## config.mk

```make
export PLATFORM = sky130hd
export DESIGN_NAME = ula_arbiter
export DESIGN_NICKNAME = d
export VERILOG_FILES = /design/src/rtl/ula_arbiter.sv
export SDC_FILE = /design/constraint.sdc
export NUM_CORES = 1
export LEC_CHECK = 0
export ABC_AREA = 1
export BUFFER_PORTS_ARGS = -buffer_cell sky130_fd_sc_hd__buf_2
export CAP_MARGIN = 25
export CORE_MARGIN = 3
export CORE_UTILIZATION = 31
export DETAILED_ROUTE_END_ITERATION = 12
export PLACE_DENSITY = 0.58
export SYNTH_ARGS = -nofsm -noshare
export SYNTH_HDL_FRONTEND = slang
export SYNTH_SLANG_ARGS = --single-unit
```

## constraint.sdc

```tcl
create_clock -name clk -period 2 [get_ports clk]
set_input_delay 0.4 -clock clk [delete_from_list [all_inputs] [get_ports clk]]
set_output_delay 0.4 -clock clk [all_outputs]
set_load 0.02 [all_outputs]
```

## src/rtl/ula_arbiter.sv

```systemverilog
`timescale 1ns/1ps
// ula_arbiter
// Round-robin arbiter and sequencer sharing one 8-bit ULA (add/sub, registered
// operands, registered result) between two requesters. A request is accepted
// only in IDLE. The operation is walked through the ULA pipeline
// (ISSUE -> LOAD -> CAPT), and the completion is returned with a one-cycle
// done pulse on the granted port.
//
// Ports
//   clk, rst_n            clock, asynchronous active-low reset
//   req0/req1             requests from port 0 / port 1
//   op0/op1               opcode per port: 000 add, 001 sub, others illegal
//   a0,b0 / a1,b1         operands per port
//   gnt                   one-hot grant, held from ISSUE through DONE
//   done0/done1           one-cycle completion pulse per port
//   res, res_flag, err    result, ULA flag and illegal-opcode indication
//   busy                  high whenever the FSM is not in IDLE
//   ula_a, ula_b, ula_op  registered operands/opcode driven to the ULA
//   ula_s, ula_flag       ULA registered result and combinational flag
module ula_arbiter (
    input  logic       clk,
    input  logic       rst_n,
    input  logic       req0,
    input  logic       req1,
    input  logic [2:0] op0,
    input  logic [2:0] op1,
    input  logic [7:0] a0,
    input  logic [7:0] b0,
    input  logic [7:0] a1,
    input  logic [7:0] b1,
    output logic [1:0] gnt,
    output logic       done0,
    output logic       done1,
    output logic [7:0] res,
    output logic       res_flag,
    output logic       err,
    output logic       busy,
    output logic [7:0] ula_a,
    output logic [7:0] ula_b,
    output logic [2:0] ula_op,
    input  logic [7:0] ula_s,
    input  logic       ula_flag
);

    localparam logic [2:0] OP_ADD = 3'b000;
    localparam logic [2:0] OP_SUB = 3'b001;

    typedef enum logic [2:0] {
        S_IDLE,
        S_ISSUE,
        S_LOAD,
        S_CAPT,
        S_DONE
    } state_t;

    state_t     r_state;
    logic       r_ptr;
    logic       r_flag;
    logic [1:0] r_gnt;
    logic [1:0] r_done;
    logic [7:0] r_res;
    logic       r_res_flag;
    logic       r_err;
    logic       r_busy;
    logic [7:0] r_ula_a;
    logic [7:0] r_ula_b;
    logic [2:0] r_ula_op;

    logic       w_any;
    logic       w_sel;
    logic [1:0] w_sel_onehot;
    logic [2:0] w_op;
    logic [7:0] w_a;
    logic [7:0] w_b;
    logic       w_legal;

    // A lone request wins outright; the pointer only breaks ties.
    assign w_any        = req0 | req1;
    assign w_sel        = (req0 & req1) ? r_ptr : req1;
    assign w_sel_onehot = w_sel ? 2'b10 : 2'b01;
    assign w_op         = w_sel ? op1 : op0;
    assign w_a          = w_sel ? a1  : a0;
    assign w_b          = w_sel ? b1  : b0;
    assign w_legal      = (w_op == OP_ADD) || (w_op == OP_SUB);

    always_ff @(posedge clk or negedge rst_n) begin
        if (!rst_n) begin
            r_state    <= S_IDLE;
            r_ptr      <= 1'b0;
            r_flag     <= 1'b0;
            r_gnt      <= 2'b00;
            r_done     <= 2'b00;
            r_res      <= 8'h00;
            r_res_flag <= 1'b0;
            r_err      <= 1'b0;
            r_busy     <= 1'b0;
            r_ula_a    <= 8'h00;
            r_ula_b    <= 8'h00;
            r_ula_op   <= 3'b000;
        end else begin
            // done is a pulse: only the transition into DONE raises it.
            r_done <= 2'b00;
            case (r_state)
                S_IDLE: begin
                    if (w_any) begin
                        r_gnt  <= w_sel_onehot;
                        r_busy <= 1'b1;
                        if (w_legal) begin
                            r_ula_a  <= w_a;
                            r_ula_b  <= w_b;
                            r_ula_op <= w_op;
                            r_state  <= S_ISSUE;
                        end else begin
                            // Illegal opcode bypasses the ULA entirely.
                            r_res      <= 8'h00;
                            r_res_flag <= 1'b0;
                            r_err      <= 1'b1;
                            r_done     <= w_sel_onehot;
                            r_state    <= S_DONE;
                        end
                    end
                end
                S_ISSUE: begin
                    r_state <= S_LOAD;
                end
                S_LOAD: begin
                    // The flag is derived from the ULA's operand registers,
                    // which change again once new operands are issued.
                    r_flag  <= ula_flag;
                    r_state <= S_CAPT;
                end
                S_CAPT: begin
                    r_res      <= ula_s;
                    r_res_flag <= r_flag;
                    r_err      <= 1'b0;
                    r_done     <= r_gnt;
                    r_state    <= S_DONE;
                end
                S_DONE: begin
                    r_ptr   <= ~r_gnt[1];
                    r_gnt   <= 2'b00;
                    r_busy  <= 1'b0;
                    r_state <= S_IDLE;
                end
                default: begin
                    r_state <= S_IDLE;
                end
            endcase
        end
    end

    assign gnt      = r_gnt;
    assign done0    = r_done[0];
    assign done1    = r_done[1];
    assign res      = r_res;
    assign res_flag = r_res_flag;
    assign err      = r_err;
    assign busy     = r_busy;
    assign ula_a    = r_ula_a;
    assign ula_b    = r_ula_b;
    assign ula_op   = r_ula_op;

endmodule
```

======== Yosys cells after proc, flatten, opt, wreduce, memory -nomap -nowiden ========
Index checks and enable logic that the tools add are counted.
storage, ports and cells
  register bits after elaboration ......... 39
  input port bits ......................... 51
  output and inout bits ................... 34
  word-level logic and storage cells ...... 54
operators by class
  equality and inequality tests ........... 7
  muxes and demuxes ....................... 24
  bitwise gates (word level) .............. 3
  reduce and logical (&&, ||, !) cells .... 8
operators by type and width
  operator            number
  $mux 8              4
  $pmux 8 s2          1
  $pmux 3 s4          1
  $mux 3              3
  $mux 2              4
  $pmux 2 s2          2
  $eq 3x1->1 const B  2
  $eq 3x2->1 const B  2
  $logic_not 3->1     2
  $mux 1              6
  $pmux 1 s2          3
  $reduce_and 3->1    2
  $ne 2x2->1 const B  2
  $reduce_bool 2->1   2
  $eq 3x3->1 const B  1
  $reduce_and 2->1    1
  $and 1x1->1         1
  $logic_or 1x1->1    1
  $not 1->1           1
  $or 1x1->1          1

======== Depth between registers and ports, before layout ========
  word-level depth ........................ 8
  gate-level depth with buffers ........... 10
  depth with buffers taken out ............ 9

======== Worst setup path before layout ========
Ideal clock, no wire load.
  kind .................................... input to register
  from .................................... input req1
  to ...................................... register r_ula_a[1], in the netlist ula_a[1]
  library setup time ...................... 0.118 ns
  arrival time ............................ 1.197 ns
  required time ........................... 1.882 ns
  slack ................................... 0.684 ns
  cell stages on the path ................. 7
  path buffers ............................ 2
  path through ............................ buf_2 nand3_1 nand2_4 nand3_4 buf_6 nand2_1 nand2_1
on the way
  cells in the longest elaborated chain, start to end .. 6
  elaborated cells on any way between the ends .. 9
  classes of those cells .................. eq/ne (1); mux (3); bitwise (2); reduce/logical (3)
RTL lines
  what                                           RTL line  source
  from (decl)                                    24        input logic req1,
  $and 1x1->1                                    79        assign w_sel = (req0 & req1) ? r_ptr : req1;
  $mux 1                                         79
  $mux 3                                         81        assign w_op = w_sel ? op1 : op0;
  $eq 3x1->1 or $logic_not 3->1 (tied branches)  84        assign w_legal = (w_op == OP_ADD) || (w_op == OP_SUB);
  $logic_or 1x1->1                               84
  $reduce_and 3->1 (no line)                     --
  to (signal assigned)                           109       r_ula_a <= w_a;
  to (decl)                                      65        logic [7:0] r_ula_a;
Parallel ways exist; a longest one is shown, timed or not.
A chain may end at the register's enable or synchronous reset.

======== Worst setup path in the final report ========
  from .................................... register r_state[0]
  to ...................................... register r_res[6], in the netlist res[6]
on the way
  cells in the longest elaborated chain, start to end .. 3
  elaborated cells on any way between the ends .. 7
  classes of those cells .................. eq/ne (3); mux (1); reduce/logical (3)
RTL lines
  what                                                       RTL line  source
  from (decl)                                                56        state_t r_state;
  from (signal assigned)                                     88        r_state <= S_IDLE;
  from (signal assigned)                                     112       r_state <= S_ISSUE;
  from (signal assigned)                                     119       r_state <= S_DONE;
  $eq 3x2->1 or $logic_not 3->1 (tied branches)              103       case (r_state)
  $reduce_bool 2->1 (no line) or $ne 2x2->1 (tied branches)  --
  $reduce_and 3->1 (no line)                                 --
  to (signal assigned)                                       133       r_res <= ula_s;
  to (decl)                                                  61        logic [7:0] r_res;
Parallel ways exist; a longest one is shown, timed or not.

==> qor.csv <==
metric,value,unit
path_buf_inv,1,
ys_ff_latch,39,
die_w,83.2,microns
finalCritPeriodShare,0.790,
worstPathArrival,1.77,ns
synthCells,232,
grt_pass1_wl,8.35,mm
tightest_slew,0.358,ns
critPathMaxFanout,11,
cp_common_cell,nand2_1,
min_path_type,primary input to flip-flop,
drt_iter0_drc,93,
die-area,6920,sq um
clock_sinks,39,
power_leakage,1.48,nW
critPathKind,flip-flop to flip-flop,
synth_top_area_share,0.528,
grt_pass1_vias,1768,
insertion_delay,0.29,ns
layout_commonest_cell,nand2_1,
firstDrtPassIters,4,
grt_max_degree,27,
grt_antenna_before_repair,0,
port_buffers,84,
slew_viol_final,0,
cpMaxStageDelayCell,dfrtp_1,
setup_viol,0,
synth_cell_type_count,22,
cts-root-buf,clkbuf_8,
grt-ovfl-total,0,
p_total,0.00345,W
slowest_delay,0.40,ns
ys_warn_count,0,
cp_cell_sequence,nor2_2 > nand2_1 > nor2_2 > inv_1 > nand2_1 > nand2_1 > nand2_1 > nand2_1,
status,"finished, final reports clean",
synthesis.area,1850,sq um
clk_path_buf_depth,2,
fin_skew,0.00746,ns
slew_headroom,0.761,
min_from,ula_s[7],
fmax,0.633,GHz
stdcell_count,393,
period_minus_slack,1.58,ns
ir_drop,0.541,mV
rsz0062_at_grt,no,
cts_buffers,5,
antenna_cells,0,
vias_per_cell,4.64,
cpLargestDelayFamily,simple AND/OR/NAND/NOR gates,
via_count,1824,
dp_cells,384,
synth_area_leaders,"dfrtp_1 (53%), nand2_1 (23%), nand4_1 (5.8%), nand3_1 (5.4%), inv_1 (1.8%)",
fp.dieH,83.2,microns
setup-tns-final,0,ns
start_util,0.328,
drt_wl_total,4.89,mm
syn_avg_cell_area,7.97,sq um
crit_start,r_state[0]$_DFFE_PN0P_,
clkSlewWorstSetupHoldPaths,0.08,ns
area_growth,33.7,%
cts_htree_levels,2,
reg2reg_from,r_state[0]$_DFFE_PN0P_,
syn_nets,283,
cp.required,2.19,ns
max_cap_viol_count,0,
place.gp.congestion,0.756,
fin_nets,371,
rrSetupSlack,0.42,ns
fin_util,0.438,
hold_violations,0,
final_cell_mix,"nand2_1 (113), buf_2 (84), dfrtp_1 (39), nand3_1 (20), nand4_1 (17)",
post-dp-hpwl,3.63,mm
layout-drive-gt1-share,0.343,
ios,85,
yosysTopAreaCell,dfrtp_1,
end_kind,flip-flop,
tritoncts,done,
rows,27,
crit_path_start_kind,flip-flop,
yosysSeqAreaShare,0.528,
drc,0,
wire_per_inst,12.5,microns
ant_nets,0,
core_area,5640,sq um
power_density,1390,nW/um^2
grt_use_total,0.147,
-- through the flow --
stage	hold slack [ns]	area [sq um]	setup WS, ns
global route	0.298	2470	0.264
floorplan	0.104	1850	0.684
finish	0.301	2470	0.419
CTS	0.290	2470	0.389
global placement	0.310	2340	0.437
detailed placement	0.312	2340	0.372
-- tightest hold or removal path, cell delays in order --
cell	delay (ns)
buf_2	0.07
nand2_1	0.04
nand2_1	0.05
-- state kept, by name, indices dropped and copies added (netlist names) --
| name | cells |
|---|---|
| busy | 1 |
| err | 1 |
| gnt | 2 |
| r_done | 2 |
| r_flag | 1 |
| r_ptr | 1 |
| r_state | 3 |
| res | 8 |
| res_flag | 1 |
| ula_a | 8 |
| ula_b | 8 |
| ula_op | 3 |
-- final cells by class --
cell class,count,area [sq um]
inverters,14,52.6
fillers,603,3170
repair buffers,91,475
clock inverters,2,35.0
clock buffers,6,82.6
multi-input cells,169,759
well taps,72,90.1
flip-flops and latches,39,976
-- worst paths after layout --
path,end,depth (start not counted)
setup / recovery,res[6]$_DFFE_PN0P_,8
hold / removal,res[7]$_DFFE_PN0P_,3
setup reg to reg,res[6]$_DFFE_PN0P_,8
hold reg to reg,r_state[1]$_DFFE_PN0P_,1
max in group asynchronous,ula_op[1]$_DFFE_PN0P_,3
min in group asynchronous,ula_b[4]$_DFFE_PN0P_,2
-- power breakdown --
part / internal (W) / leakage (nW) / switching (W) / total (W)
logic: 0.000486 / 0.917 / 0.00100 / 0.00149
registers: 0.00111 / 0.501 / 0.000172 / 0.00128
clock network: 0.000404 / 0.0612 / 0.000278 / 0.000682
total: 0.00199 / 1.48 / 0.00145 / 0.00345
-- synth_stat cells (all sizes together) --
master  count
nand2     116
dfrtp      39
nand3      21
nand4      17
inv        13
buf        10
nor2        6
o21ai       3
a21oi       1
clkinv      1
mux2        1
nand3b      1
nor3        1
o22ai       1
o31ai       1
-- cells by family (layout without fill, tap and decap cells) --
group                  after synthesis  in the layout  share of synthesized area
DFF                                 39             39                      0.528
buffers and inverters               24            113                     0.0609
AOI/OAI and AO/OA                    6              6                     0.0183
muxes                                1              1                    0.00609
and+or+nand+nor                    162            162                      0.387
-- routing by layer --
layer | track usage | up-vias | share of wire
met4 | 0.0490 | 0 | 0.013
met3 | 0.0407 | 6 | 0.073
li1 | - | 921 | -
met1 | 0.195 | 829 | 0.45
met2 | 0.231 | 68 | 0.46
met5 | 0 | - | 0
-- what timing repair did --
action / in CTS / in global routing
hold buffers: 1 / 0
endpoints found under the hold margin: 13 / 0
setup buffers: 0 / 0
resized for setup: 0 / 0
No activity file was read; power rests on OpenSTA's default activity.
